## src/rtl/pixel_mixer_pkg.sv

```systemverilog
// pixel_mixer_pkg: shared pixel bundle types and constants
// for the pixel compositor and its sprite picker.
package pixel_mixer_pkg;

  localparam int MIX_PAL_W   = 2;
  localparam int MIX_COLOR_W = 2;

  localparam logic [MIX_COLOR_W-1:0] TRANSPARENT = '0;

  typedef struct packed {
    logic [MIX_PAL_W-1:0]   pal;
    logic [MIX_COLOR_W-1:0] color;
  } bg_pix_t;

  typedef struct packed {
    logic                   behindBg;
    logic [MIX_PAL_W-1:0]   pal;
    logic [MIX_COLOR_W-1:0] color;
  } spr_pix_t;

  typedef struct packed {
    logic                   isSprite;
    logic [MIX_PAL_W-1:0]   pal;
    logic [MIX_COLOR_W-1:0] color;
  } out_pix_t;

endpackage

```

## src/rtl/pixel_mixer_sprite_select.sv

```systemverilog
// sprite_select: combinational picker returning the
// lowest-index opaque sprite channel.
module sprite_select
  import pixel_mixer_pkg::*;
#(
  parameter int NUM_SPR = 8
) (
  input  logic [NUM_SPR*$bits(spr_pix_t)-1:0] spritePixels,
  input  logic [NUM_SPR-1:0]                  opaque,
  output spr_pix_t                            winner,
  output logic                                anyOpaque
);

  localparam int SPR_W = $bits(spr_pix_t);

  // walk downwards so the lowest opaque index is written last
  always_comb begin
    winner    = '0;
    anyOpaque = 1'b0;
    for (int i = NUM_SPR - 1; i >= 0; i--) begin
      if (opaque[i]) begin
        winner    = spr_pix_t'(spritePixels[i*SPR_W +: SPR_W]);
        anyOpaque = 1'b1;
      end
    end
  end

endmodule

```

## src/rtl/pixel_mixer.sv

```systemverilog
// pixel_mixer: 2-stage background/sprite compositor with sprite-0 hit.
// Define MIXER_HIT_CAPTURE_EN to add hitX (x of the first hit).
module pixel_mixer
  import pixel_mixer_pkg::*;
#(
  parameter int NUM_SPR = 8,
  parameter int COLOR_W = MIX_COLOR_W,
  parameter int PAL_W   = MIX_PAL_W,
  parameter int X_W     = 8,
  parameter int CLIP_W  = 8
) (
  input  logic                                 clock,
  input  logic                                 reset_n,
  input  logic                                 clock_EN,
  input  logic                                 pixelValid_IN,
  input  logic                                 lineStart,
  input  logic                                 backgroundDraw_EN,
  input  logic                                 spriteDraw_EN,
  input  logic                                 backgroundLeft_EN,
  input  logic                                 spriteLeft_EN,
  input  logic [PAL_W+COLOR_W-1:0]             backgroundPixel,
  input  logic [NUM_SPR*(1+PAL_W+COLOR_W)-1:0] spritePixels,
  input  logic                                 sprite0InCh0,
  input  logic                                 clearCollision,
  output logic [PAL_W+COLOR_W:0]               pixel_OUT,
  output logic                                 pixelValid_OUT,
`ifdef MIXER_HIT_CAPTURE_EN
  output logic [X_W-1:0]                       hitX,
`endif
  output logic                                 spriteZeroHit
);

  localparam int SPR_W = 1 + PAL_W + COLOR_W;
  localparam logic [X_W-1:0] X_MAX = '1;
  localparam logic [X_W:0] CLIP_X = (X_W+1)'(CLIP_W);

  logic [X_W-1:0]     xReg;
  logic [X_W-1:0]     dotX;
  logic               inClip;
  logic               bgOpaque;
  logic               hitCand;
  logic               anyOpaque;
  logic [NUM_SPR-1:0] sprOpaque;
  bg_pix_t            bgPix;
  spr_pix_t           winner;

  logic               s1Valid;
  logic               s1BgOpaque;
  logic               s1SprOpaque;
  logic               s1HitCand;
  bg_pix_t            s1Bg;
  spr_pix_t           s1Spr;
  out_pix_t           mixed;
`ifdef MIXER_HIT_CAPTURE_EN
  logic [X_W-1:0]     s1X;
`endif

  assign bgPix  = backgroundPixel;
  assign dotX   = lineStart ? '0 : xReg;
  assign inClip = {1'b0, dotX} < CLIP_X;

  assign bgOpaque = backgroundDraw_EN
                 && (bgPix.color != TRANSPARENT)
                 && !(inClip && !backgroundLeft_EN);

  always_comb begin
    sprOpaque = '0;
    for (int i = 0; i < NUM_SPR; i++) begin
      sprOpaque[i] = spriteDraw_EN
                  && (spritePixels[i*SPR_W +: COLOR_W] != TRANSPARENT)
                  && !(inClip && !spriteLeft_EN);
    end
  end

  // the last dot of a saturated line never counts as a hit
  assign hitCand = bgOpaque && sprOpaque[0] && sprite0InCh0
                && (dotX != X_MAX);

  sprite_select #(
    .NUM_SPR (NUM_SPR)
  ) u_sel (
    .spritePixels (spritePixels),
    .opaque       (sprOpaque),
    .winner       (winner),
    .anyOpaque    (anyOpaque)
  );

  always_ff @(posedge clock or negedge reset_n) begin
    if (!reset_n) begin
      xReg        <= '0;
      s1Valid     <= 1'b0;
      s1BgOpaque  <= 1'b0;
      s1SprOpaque <= 1'b0;
      s1HitCand   <= 1'b0;
      s1Bg        <= '0;
      s1Spr       <= '0;
`ifdef MIXER_HIT_CAPTURE_EN
      s1X         <= '0;
`endif
    end else if (clock_EN) begin
      s1Valid <= pixelValid_IN;
      if (pixelValid_IN) begin
        xReg        <= (dotX == X_MAX) ? X_MAX : dotX + 1'b1;
        s1BgOpaque  <= bgOpaque;
        s1SprOpaque <= anyOpaque;
        s1HitCand   <= hitCand;
        s1Bg        <= bgPix;
        s1Spr       <= winner;
`ifdef MIXER_HIT_CAPTURE_EN
        s1X         <= dotX;
`endif
      end
    end
  end

  always_comb begin
    mixed = '0;
    unique case (1'b1)
      s1SprOpaque && !(s1BgOpaque && s1Spr.behindBg):
        mixed = {1'b1, s1Spr.pal, s1Spr.color};
      s1BgOpaque && !(s1SprOpaque && !s1Spr.behindBg):
        mixed = {1'b0, s1Bg.pal, s1Bg.color};
      default:
        mixed = '0;
    endcase
  end

  always_ff @(posedge clock or negedge reset_n) begin
    if (!reset_n) begin
      pixel_OUT      <= '0;
      pixelValid_OUT <= 1'b0;
      spriteZeroHit  <= 1'b0;
`ifdef MIXER_HIT_CAPTURE_EN
      hitX           <= '0;
`endif
    end else if (clock_EN) begin
      pixelValid_OUT <= s1Valid;
      pixel_OUT      <= s1Valid ? mixed : '0;
      if (clearCollision) begin
        spriteZeroHit <= 1'b0;
      end else if (s1Valid && s1HitCand) begin
        spriteZeroHit <= 1'b1;
      end
`ifdef MIXER_HIT_CAPTURE_EN
      if (clearCollision) begin
        hitX <= '0;
      end else if (s1Valid && s1HitCand && !spriteZeroHit) begin
        hitX <= s1X;
      end
`endif
    end
  end

endmodule

```

## config.mk

```make
export PLATFORM = sky130hd
export DESIGN_NAME = pixel_mixer
export DESIGN_NICKNAME = d
export VERILOG_FILES = /design/src/rtl/pixel_mixer_pkg.sv /design/src/rtl/pixel_mixer_sprite_select.sv /design/src/rtl/pixel_mixer.sv
export SDC_FILE = /design/constraint.sdc
export NUM_CORES = 1
export LEC_CHECK = 0
export BUFFER_PORTS_ARGS = -buffer_cell sky130_fd_sc_hd__buf_2
export CORE_MARGIN = 3
export CORE_UTILIZATION = 49
export DETAILED_ROUTE_END_ITERATION = 10
export HOLD_SLACK_MARGIN = 0.03
export PLACE_DENSITY = 0.88
export SLEW_MARGIN = 20
export SYNTH_ARGS = -nofsm -noshare
export SYNTH_HDL_FRONTEND = slang
export SYNTH_SLANG_ARGS = --single-unit
export TNS_END_PERCENT = 20
```

## constraint.sdc

```tcl
create_clock -name clock -period 1.9 [get_ports clock]
set_input_delay 0 -clock clock [delete_from_list [all_inputs] [get_ports clock]]
set_output_delay 0 -clock clock [all_outputs]
set_load 0.05 [all_outputs]
```

# Word-level counts from Yosys, hierarchy flattened

Cells that the tools add are included.

Add/sub/neg operators: 1
Multipliers: 0
Divide/modulo/power cells: 0
$lt $le $gt $ge: 1
Eq/ne operators: 2
Shift-type cells: 0
Muxes and demuxes: 22
Bitwise logic cells: 0
Reduce and logical (&&, ||, !) cells: 47

Operator list:

| kind                | number |
|---|---|
| $mux 5              | 9 |
| $logic_and 1x1->1   | 28 |
| $reduce_bool 2->1   | 10 |
| $mux 8              | 2 |
| $mux 1              | 10 |
| $pmux 5 s2          | 1 |
| $add 8x1->8 const B | 1 |
| $eq 8x8->1 const B  | 1 |
| $lt 8x4->1 const B  | 1 |
| $ne 8x8->1 const B  | 1 |
| $logic_not 1->1     | 7 |
| $reduce_and 2->1    | 2 |

Register bits: 28
Bits in latches: 0
Bits in writable memories: 0
Bits in read-only memories: 0
Bits of input ports: 55
Memories: 0

# Longest topological paths before layout

Word-level depth: 13
Depth in mapped cells: 7

# Cells and area by module

A second synthesis with hierarchy kept.

Cell total of the unflattened synthesis: 213
Area total of the unflattened synthesis: 1,771.7 µm²

Modules (own cells, without submodules):

| module        | instances | cells an instance | area each (µm²) |
|---|---|---|---|
| pixel_mixer   | 1         | 155               | 1,373.8 |
| sprite_select | 1         | 58                | 397.9 |

# Worst setup path after synthesis

Ideal clock, no wire load.

Path kind: reg2reg
From: register xReg[1]
To: register xReg[3]
Data arrival time: 1,593 ps
Data required time: 1,779 ps
Setup slack: 187 ps
Cell stages (with the launch flop): 8
Buffers on the path: 0
Cells stage by stage: dfrtp_1 > nor2b_1 > ha_1 > nand2_1 > nor2_1 > a41oi_2 > a21bo_2 > a22o_1

Longest elaborated chain between the ends: 3

Ends and longest elaborated chain:

| what                                      | RTL line           | RTL |
|---|---|---|
| start, declared                           | pixel_mixer.sv:37  | `logic [X_W-1:0] xReg;` |
| start signal, assigned                    | pixel_mixer.sv:103 | `xReg <= (dotX == X_MAX) ? X_MAX : dotX + 1'b1;` |
| $mux 8 *                                  | pixel_mixer.sv:59  | `assign dotX = lineStart ? '0 : xReg;` |
| $add 8x1->8 or $eq 8x8->1 (tied branches) | pixel_mixer.sv:103 |  |
| $mux 8 *                                  | pixel_mixer.sv:103 |  |

Mark *: on every way between the ends. The rest lies on a longest branch, timed or not.
A chain may end at the register's enable or synchronous reset.

# Worst setup path after layout

Same ends and word-level chain as after synthesis.

==> results.ini <==
[cts]
cts_htree_levels = 1
clockBufferDepth = 2
clkTransAtPathRegs_ns = 0.14
clock_sinks = 28
clk-insertion-delay-late_ns = 0.33
tritoncts = done
cts_root_buffer = clkbuf_4
cts_inserted_buffers = 3

[finish]
sequential_cell_area_um2 = 700.7
syn_to_final_growth_pct = 37.01
ratio_of_cells_with_drive_above_1_in_the_final_layout = 0.3028
antenna_cells_inserted = 0
utilization = 0.7287
post_layout_nonfiller_instances = 328
finish.instance_area_um2 = 2316
fin_nets = 341
filler_cell_count = 234
multi_input_comb_area_um2 = 943.4

[pwr]
switching_power_mw = 0.4712
power.clock.fraction = 0.257
intPower_mw = 1.059
power_frac_comb = 0.268
leakage_nw = 1.105
fin_total_pwr_mw = 1.530
power.ir.vdd_worst_mv = 0.5712
power.density_cell_area_nw_per_um2 = 660.6
power.sequential.fraction = 0.475
netSwitchingFraction = 0.3080

[logic_synthesis]
synth.top_cell.area_share = 0.4145
post_synth_main_area_contributors = dfrtp_1 41%, o21ai_0 6.8%, nand2_1 5.6%
cell_area_synth_um2 = 1690
syn_avg_cell_area_um2 = 8.410
synth_cell_type_count = 39
synth-seq-area-share = 0.4145
postSynthRegisterBits = 28
ys_async_sr_fraction = 1.000
synthMostInstantiatedCell = dfrtp_1
synthesis.instances = 201
count_of_flip_flops_with_a_built_in_enable_after_synthesis = 0
yosysWarnings = 0
synthDominantAreaCellType = dfrtp_1
synth_commonest_cells = 28 x dfrtp_1, 25 x nand2_1, 23 x o21ai_0
dominantRegCellSynth = dfrtp_1
synth.net_count = 257

[global_routing]
global_route.overflow_total = 0
globalRouteTotalUtil = 0.2402
first_pass_grt_wire_length_um = 7997
antenna_found_initial = 0
grt_start_max_net_pins = 29
vias_in_the_first_global_route = 1810

[setup_path]
worstReg2RegEnd = xReg[3]$_DFFE_PN0P_
crit_buf_inv = 0
cp_cell_sequence = nor2b_1 -> ha_1 -> nand2_2 -> nor2_4 -> a41oi_4 -> a21bo_2 -> a22o_1
worst_ep_arrival_time_ns = 2.11
timing_worst_setup_path_type = register to register
rrSetupSlack_ns = 0.02
worst_path_max_delay_cell = dfrtp_1
critical_path_depth = 7
path_max_fanout = 9
worstRegToRegCells = 7
endpoint_kind = register
reg2reg_from = xReg[1]$_DFFE_PN0P_
type_of_origin_of_the_critical_path = register
required_ns = 2.13
critical-path-top-delay-family = compound AO/OA/AOI/OAI gates
cpPeakStageDelay_ns = 0.42

[die]
start_util = 0.5319
num_io_pins = 62
floorplan.die.width_um = 64.74
rows = 20
die-area_um2 = 4191
fp.dieH_um = 64.74
core-area_um2 = 3178

[timing]
setup_viol_count_final = 0
achievable-frequency_ghz = 0.5321
timing.clock.skew_ns = 0.01083
timing.final.crit_period_ns = 1.879
timing.final.max_slew_violations = 0
final_tns_setup_ns = 0
slew-limit-headroom = 0.5870
tightestPinTransition_ns = 0.6194
finalCritPeriodShare = 0.9892
timing_hold_violations_final = 0
timing.hold.ws_ns = 0.03980
postLayoutSetupSlackWorst_ns = 0.02052

[place]
port_buffers = 61
numPlacedInstances = 305
post_dp_cell_area_um2 = 2062
finalWeightedCongestion = 0.8852
dp_worst_setup_slack_ns = -0.006808
detailedPlacementHpwl_um = 3500

[min_path]
hold_start = lineStart
worst_hold_path_type = input pin to register
worstHoldPathCells = 3
holdPathEnd = xReg[7]$_DFFE_PN0P_

[routing]
via_count = 1869
vias_per_cell = 5.698
final_antenna_net_count = 0
detailedRoute.firstPassIterationCount = 5
dr.first_iter.drc_count = 196
route.final.wire_length_um = 4871
avgRoutedWirePerCell_um = 14.85
drc_errors = 0

[status]
run_status = finished, final reports clean

[job]
cap_violations = 0

-- power groups by stage --
stage | Clock, mW | Combinational [mW] | Sequential, mW
after floorplan | 0 | 0.183 | 0.767
after global placement | 0 | 0.359 | 0.731
after detailed placement | 0 | 0.370 | 0.735
after CTS | 0.396 | 0.396 | 0.723
after global routing | 0.421 | 0.453 | 0.735
final | 0.393 | 0.410 | 0.727
-- cell usage in the layout, fill, tap and decap left out, types with 2 or more instances in the layout --
cell type and count:
a221oi_1 4, or3_1 2, nand3_1 9, inv_1 13, o221ai_1 4, dfrtp_1 28, nor2_1 17, o21ai_0 23
nand2b_1 3, clkbuf_4 3, nand2_1 24, o21a_1 2, mux2_2 2, a22oi_1 4, a31oi_1 6, a21o_1 3
or2_2 4, a22o_1 2, a21oi_1 13, nor3_1 5, buf_4 8, a221o_1 2, nor2b_1 6, dlygate4sd3_1 15
buf_2 61, o31ai_1 2
-- worst reg2reg max path, stage by stage (launching register included) --
cell,delay [ns]
dfrtp_1,0.42
nor2b_1,0.14
ha_1,0.25
nand2_2,0.13
nor2_4,0.07
a41oi_4,0.33
a21bo_2,0.26
a22o_1,0.18
-- state kept, by name (all words and copies together) (netlist names) --
name            cells
pixelValid_OUT      1
pixel_OUT           5
s1Bg                4
s1BgOpaque          1
s1HitCand           1
s1Spr               5
s1SprOpaque         1
s1Valid             1
spriteZeroHit       1
xReg                8
-- cells by family after synthesis --
family	Yosys count	synth area share
adders and majority gates	1	0.007401
buffers and inverters	18	0.03997
AOI/OAI and AO/OA	74	0.3057
and+or+nand+nor	77	0.2132
DFF	28	0.4145
muxes	3	0.01924
-- metal layers --
layer / routed length, um / GRT usage / share of wire
met5: 0 / 0 / 0
met4: 138 / 0.06069 / 0.028
met3: 265 / 0.04506 / 0.054
met2: 2542 / 0.4163 / 0.52
met1: 1925 / 0.3068 / 0.40
-- how the worst max path moves through the flow --
stage	from	to	slack (ns)
2_1_floorplan	xReg[1]$_DFFE_PN0P_	xReg[3]$_DFFE_PN0P_	0.19
3_3_place_gp	xReg[1]$_DFFE_PN0P_	xReg[3]$_DFFE_PN0P_	0.09
3_5_place_dp	xReg[1]$_DFFE_PN0P_	xReg[3]$_DFFE_PN0P_	-0.007
4_1_cts	xReg[1]$_DFFE_PN0P_	xReg[3]$_DFFE_PN0P_	0.07
5_1_grt	xReg[0]$_DFFE_PN0P_	s1HitCand$_DFFE_PN0P_	-0.02
6_report	xReg[1]$_DFFE_PN0P_	xReg[3]$_DFFE_PN0P_	0.02
-- layout make-up --
type,instances,area share
multi-input combinational,155,0.4073
sequential,28,0.3025
timing repair buffer,84,0.2226
tap,44,0.02377
inverter,13,0.02107
clock inverter,1,0.01297
clock buffer,3,0.009724
-- what timing repair did --
item | in CTS | in global routing
buffers inserted | 0 | 4
endpoints found under the hold margin | 41 | 1
setup endpoints to repair | 2 | 1
hold buffers | 14 | 1
pin swaps | 0 | 1
resized for setup | 2 | 2
cloned | 0 | 0
Note: power is estimated with default switching activity, not from simulation.
